--- src/rtl/demux1to4_8bit_buf_pkg.sv ---
// Shared constants for the 1-to-4 buffered demultiplexer.
package demux1to4_8bit_buf_pkg;

    localparam int NCH   = 4;
    localparam int SEL_W = 2;
    localparam int CNT_W = 8;

    typedef enum logic {
        MODE_DIR = 1'b0,
        MODE_RR  = 1'b1
    } mode_e;

endpackage

--- src/rtl/demux1to4_8bit_buf_chan_reg.sv ---
// One-entry output holding register with valid/ready handshake.
module demux_chan_reg
    import demux1to4_8bit_buf_pkg::*;
#(
    parameter int WIDTH = 8
) (
    input  logic             clk,
    input  logic             rst_n,
    input  logic             wr_en,
    input  logic [WIDTH-1:0] wr_data,
    output logic             wr_ready,
    output logic             out_valid,
    output logic [WIDTH-1:0] out_data,
    input  logic             out_ready
);

    logic             full;
    logic [WIDTH-1:0] data;

    // A full register may be refilled in the same cycle it drains.
    assign wr_ready  = ~full | out_ready;
    assign out_valid = full;
    assign out_data  = data;

    always_ff @(posedge clk or negedge rst_n) begin
        if (!rst_n) begin
            full <= 1'b0;
            data <= '0;
        end else if (wr_en) begin
            full <= 1'b1;
            data <= wr_data;
        end else if (out_ready) begin
            full <= 1'b0;
        end
    end

endmodule

--- src/rtl/demux1to4_8bit_buf.sv ---
// 1-to-4 demultiplexer with per-channel holding registers; directed or round-robin routing.
module demux1to4_8bit_buf
    import demux1to4_8bit_buf_pkg::*;
#(
    parameter int WIDTH = 8,
    parameter int NCH   = demux1to4_8bit_buf_pkg::NCH
) (
    input  logic                 clk,
    input  logic                 rst_n,
    input  logic [WIDTH-1:0]     in_data,
    input  logic                 in_valid,
    output logic                 in_ready,
    input  logic [SEL_W-1:0]     sel,
    input  logic                 mode,
    output logic [NCH*WIDTH-1:0] out_data,
    output logic [NCH-1:0]       out_valid,
    input  logic [NCH-1:0]       out_ready,
    output logic [SEL_W-1:0]     rr_ptr,
    output logic [CNT_W-1:0]     xfer_cnt
);

    logic [SEL_W-1:0] dst;
    logic [NCH-1:0]   chan_rdy;
    logic             accept;

    always_comb begin
        dst      = (mode == MODE_RR) ? rr_ptr : sel;
        in_ready = rst_n & chan_rdy[dst];
        accept   = in_valid & in_ready;
    end

    // rr_ptr only moves on round-robin acceptances, so a stalled channel is never skipped.
    always_ff @(posedge clk or negedge rst_n) begin
        if (!rst_n) begin
            rr_ptr   <= '0;
            xfer_cnt <= '0;
        end else if (accept) begin
            xfer_cnt <= xfer_cnt + CNT_W'(1);
            if (mode == MODE_RR) begin
                rr_ptr <= rr_ptr + SEL_W'(1);
            end
        end
    end

    for (genvar k = 0; k < NCH; k++) begin : g_chan
        demux_chan_reg #(
            .WIDTH(WIDTH)
        ) u_chan (
            .clk      (clk),
            .rst_n    (rst_n),
            .wr_en    (accept && (dst == SEL_W'(k))),
            .wr_data  (in_data),
            .wr_ready (chan_rdy[k]),
            .out_valid(out_valid[k]),
            .out_data (out_data[k*WIDTH +: WIDTH]),
            .out_ready(out_ready[k])
        );
    end

endmodule
--- config.mk ---
export PLATFORM = sky130hd
export DESIGN_NAME = demux1to4_8bit_buf
export DESIGN_NICKNAME = d
export VERILOG_FILES = /design/src/rtl/demux1to4_8bit_buf_pkg.sv /design/src/rtl/demux1to4_8bit_buf_chan_reg.sv /design/src/rtl/demux1to4_8bit_buf.sv
export SDC_FILE = /design/constraint.sdc
export NUM_CORES = 1
export LEC_CHECK = 0
export CAP_MARGIN = 0
export CORE_MARGIN = 2
export CORE_UTILIZATION = 30
export DETAILED_ROUTE_END_ITERATION = 6
export SETUP_SLACK_MARGIN = 0.2
export SLEW_MARGIN = 20
export SYNTH_ARGS = -nofsm -noshare
export SYNTH_HDL_FRONTEND = slang
export SYNTH_SLANG_ARGS = --single-unit
--- constraint.sdc ---
create_clock -name clk -period 3.2 [get_ports clk]
set_clock_uncertainty 0.05 [all_clocks]
set_input_delay 0.64 -clock clk [delete_from_list [all_inputs] [get_ports clk]]
set_output_delay 0.64 -clock clk [all_outputs]
set_load 0.02 [all_outputs]
==> impl_metrics.tcl <==
set metrics [dict create \
    grt_usage_pct 12.5 \
    synth_most_common_cell "dfrtp_1" \
    cts_sinks 46 \
    cap_violations 0 \
    synth_edf_count 0 \
    yosysTopAreaCellShare_pct 55.6 \
    worstSkewPairLatency_ns 0.29 \
    htree_levels 2 \
    setup_tns_ns 0 \
    hold_viol_final 0 \
    rsz0062_at_grt "no" \
    synth_common_cells "dfrtp_1 (46), mux2_4 (17), mux2_2 (16)" \
    die_w_um 87.1 \
    synth_cell_type_count 36 \
    drc 0 \
    relSlewSlack_pct 61.9 \
    syn_inst 145 \
    dr.pass1.iters 4 \
    place_ws_ns -0.111 \
    critPathCaptureType "output pin" \
    outcome "finished clean" \
    crit_path_start_kind "input port" \
    final_nets 238 \
    start_util_pct 30.8 \
    async_flop_share_pct 100 \
    grt_overflow 0 \
    whs_ns 0.114 \
    synth_ff_type "dfrtp_1" \
    syn-num-nets 164 \
    period_share_pct 91.9 \
    wl_per_cell_um 15.2 \
    ys_seq_area_share_pct 55.6 \
    cts_tree "done" \
    port_buffers 64 \
    synth_area_um2 2070 \
    final_core_util_pct 43.6 \
    ff2ff_path_depth 6 \
    grt_pass1_wl_mm 7.22 \
    ir_drop_uv 491 \
    num_antenna_cells 0 \
    tightest_slew_ns 0.569 \
    yosysTopAreaCell "dfrtp_1" \
    hold_buffers 0 \
    p_leak_nw 1.28 \
    synthTopCellsByArea "dfrtp_1 (56%), mux2_4 (12%), mux2_2 (8.7%)" \
    synth_seq_cells 46 \
    die_h_um 87.1 \
    gp_congestion 0.708 \
    cts_root_buf "clkbuf_8" \
    num_rows 30 \
    grt_max_degree 43 \
    dieArea_um2 7580 \
    grt_pass1_vias 1414 \
    drtIter0Drc 23 \
    placeableCoreArea_um2 6720 \
    required_ns 2.51 \
    criticalPathCategory "input port to output pin" \
    cts.clk_slew.worst_paths_ns 0.08 \
    setup_viol 0 \
    cp.arrival_ns 2.25 \
    max_freq_mhz 340 \
    pin_count 65 \
    holdCritPathClass "input port to async pin" \
    antenna_found_initial 0 \
    power_density_nw_per_um2 956 \
    syn_to_final_growth_pct 41.7 \
    syn_avg_cell_area_um2 14.3 \
    wirelength_mm 4.55 \
    cp_cell_sequence "clkdlybuf4s50_1 -> nor3b_2 -> a31oi_2 -> o2111a_4 -> and2_2 -> dlygate4sd2_1" \
    drv_slew 0 \
    critPathSlowestCell "clkdlybuf4s50_1" \
    cts-buffers-inserted 5 \
    cts_buffer_depth 2 \
    post_cts_buffers 0 \
    ant_nets 0 \
    fin_crit_ns 2.94 \
    fin_ws_ns 0.261 \
    vias_per_cell 4.61 \
    vias 1383 \
    drive_gt1_share_pct 28.2 \
    yosys_warnings 0 \
    cp_max_fo 4 \
    cpPeakStageDelay_ns 0.52 \
    hpwl_mm 3.18 \
]
critical path: cells and delay by family:
| family | cells | cell delay [ns] |
|---|---|---|
| buf+inv | 2 | 0.83 |
| compound gates | 2 | 0.40 |
| simple gates | 2 | 0.38 |
routing by layer:
metal	vias up	track usage, %	share of wire, %
met3	8	4.27	6.0
met2	37	19.8	46
met4	0	3.84	1.2
met5	-	0	0
met1	689	16.1	47
li1	649	-	-
registers in the layout, indices dropped and copies added, names as in the netlist:
register and flops:
g_chan.u_chan.out_valid 4, xfer_cnt 8, rr_ptr 2, g_chan.u_chan.out_data 32
cell type report:
| class | instances | area [um2] |
|---|---|---|
| fillers | 649 | 3790 |
| flip-flops and latches | 46 | 1150 |
| multi-input cells | 90 | 857 |
| repair buffers | 74 | 711 |
| well taps | 80 | 100 |
| clock buffers | 7 | 76.3 |
| clock inverters | 1 | 30.0 |
| inverters | 2 | 7.51 |
final timing paths:
| kind | from | to | slack (ns) |
|---|---|---|---|
| worst max register to register | rr_ptr[0]$_DFFE_PN0P_ | g_chan[2].u_chan.out_data[2]$_DFFE_PN0P_ | 1.09 |
| worst min-delay path | rst_n | xfer_cnt[4]$_DFFE_PN0P_ | 0.11 |
| min in group clk | xfer_cnt[7]$_DFFE_PN0P_ | xfer_cnt[7]$_DFFE_PN0P_ | 0.42 |
| worst min register to register | xfer_cnt[7]$_DFFE_PN0P_ | xfer_cnt[7]$_DFFE_PN0P_ | 0.42 |
| worst max-delay path | sel[0] | in_ready | 0.26 |
| max in group asynchronous | rst_n | g_chan[3].u_chan.out_data[2]$_DFFE_PN0P_ | 2.21 |
repair_timing:
item / 4_1_cts / 5_1_grt
hold endpoints to repair: 0 / 0
resized for setup: 2 / 3
endpoints found under the setup margin: 1 / 1
cells by family (layout without fill, tap and decap cells):
| family | Yosys count | count (layout) | share of synthesized area (%) |
|---|---|---|---|
| DFF | 46 | 46 | 55.6 |
| and+or+nand+nor | 38 | 38 | 11.1 |
| muxes | 33 | 33 | 21.0 |
| AOI/OAI and AO/OA | 9 | 9 | 4.29 |
| xor gates and xnor gates | 9 | 9 | 3.81 |
| buffers and inverters | 9 | 84 | 3.51 |
| adders and majority gates | 1 | 1 | 0.604 |
where the power goes:
group | switching (W) | internal (W)
Clock | 0.000187 | 0.000234
Sequential | 0.000190 | 0.000841
Combinational | 0.000592 | 0.000760
Total | 0.000969 | 0.00184
cell usage in the layout, fill, tap and decap left out, types with 2 or more instances in the layout:
cell type	Yosys	routed
nor3b_2	1	2
dlygate4sd2_1	0	2
buf_4	4	10
inv_1	2	2
mux2_4	17	17
xnor2_1	8	8
nor3_1	2	2
nor2_1	5	5
mux2_2	16	16
nand2_1	7	7
clkbuf_1	0	2
nand2b_1	3	3
dfrtp_1	46	46
nor2b_1	2	2
nand3_1	7	7
clkbuf_8	0	5
o21ai_2	2	2
clkdlybuf4s50_1	0	60
metrics by stage:
stage	power [W]	cells	cell area, um2
5_1_grt	0.00297	300	2930
3_5_place_dp	0.00241	292	2820
4_1_cts	0.00284	300	2920
3_3_place_gp	0.00238	292	2820
2_1_floorplan	0.00174	145	2070
6_report	0.00281	300	2930
No activity file was read; power rests on OpenSTA's default activity.
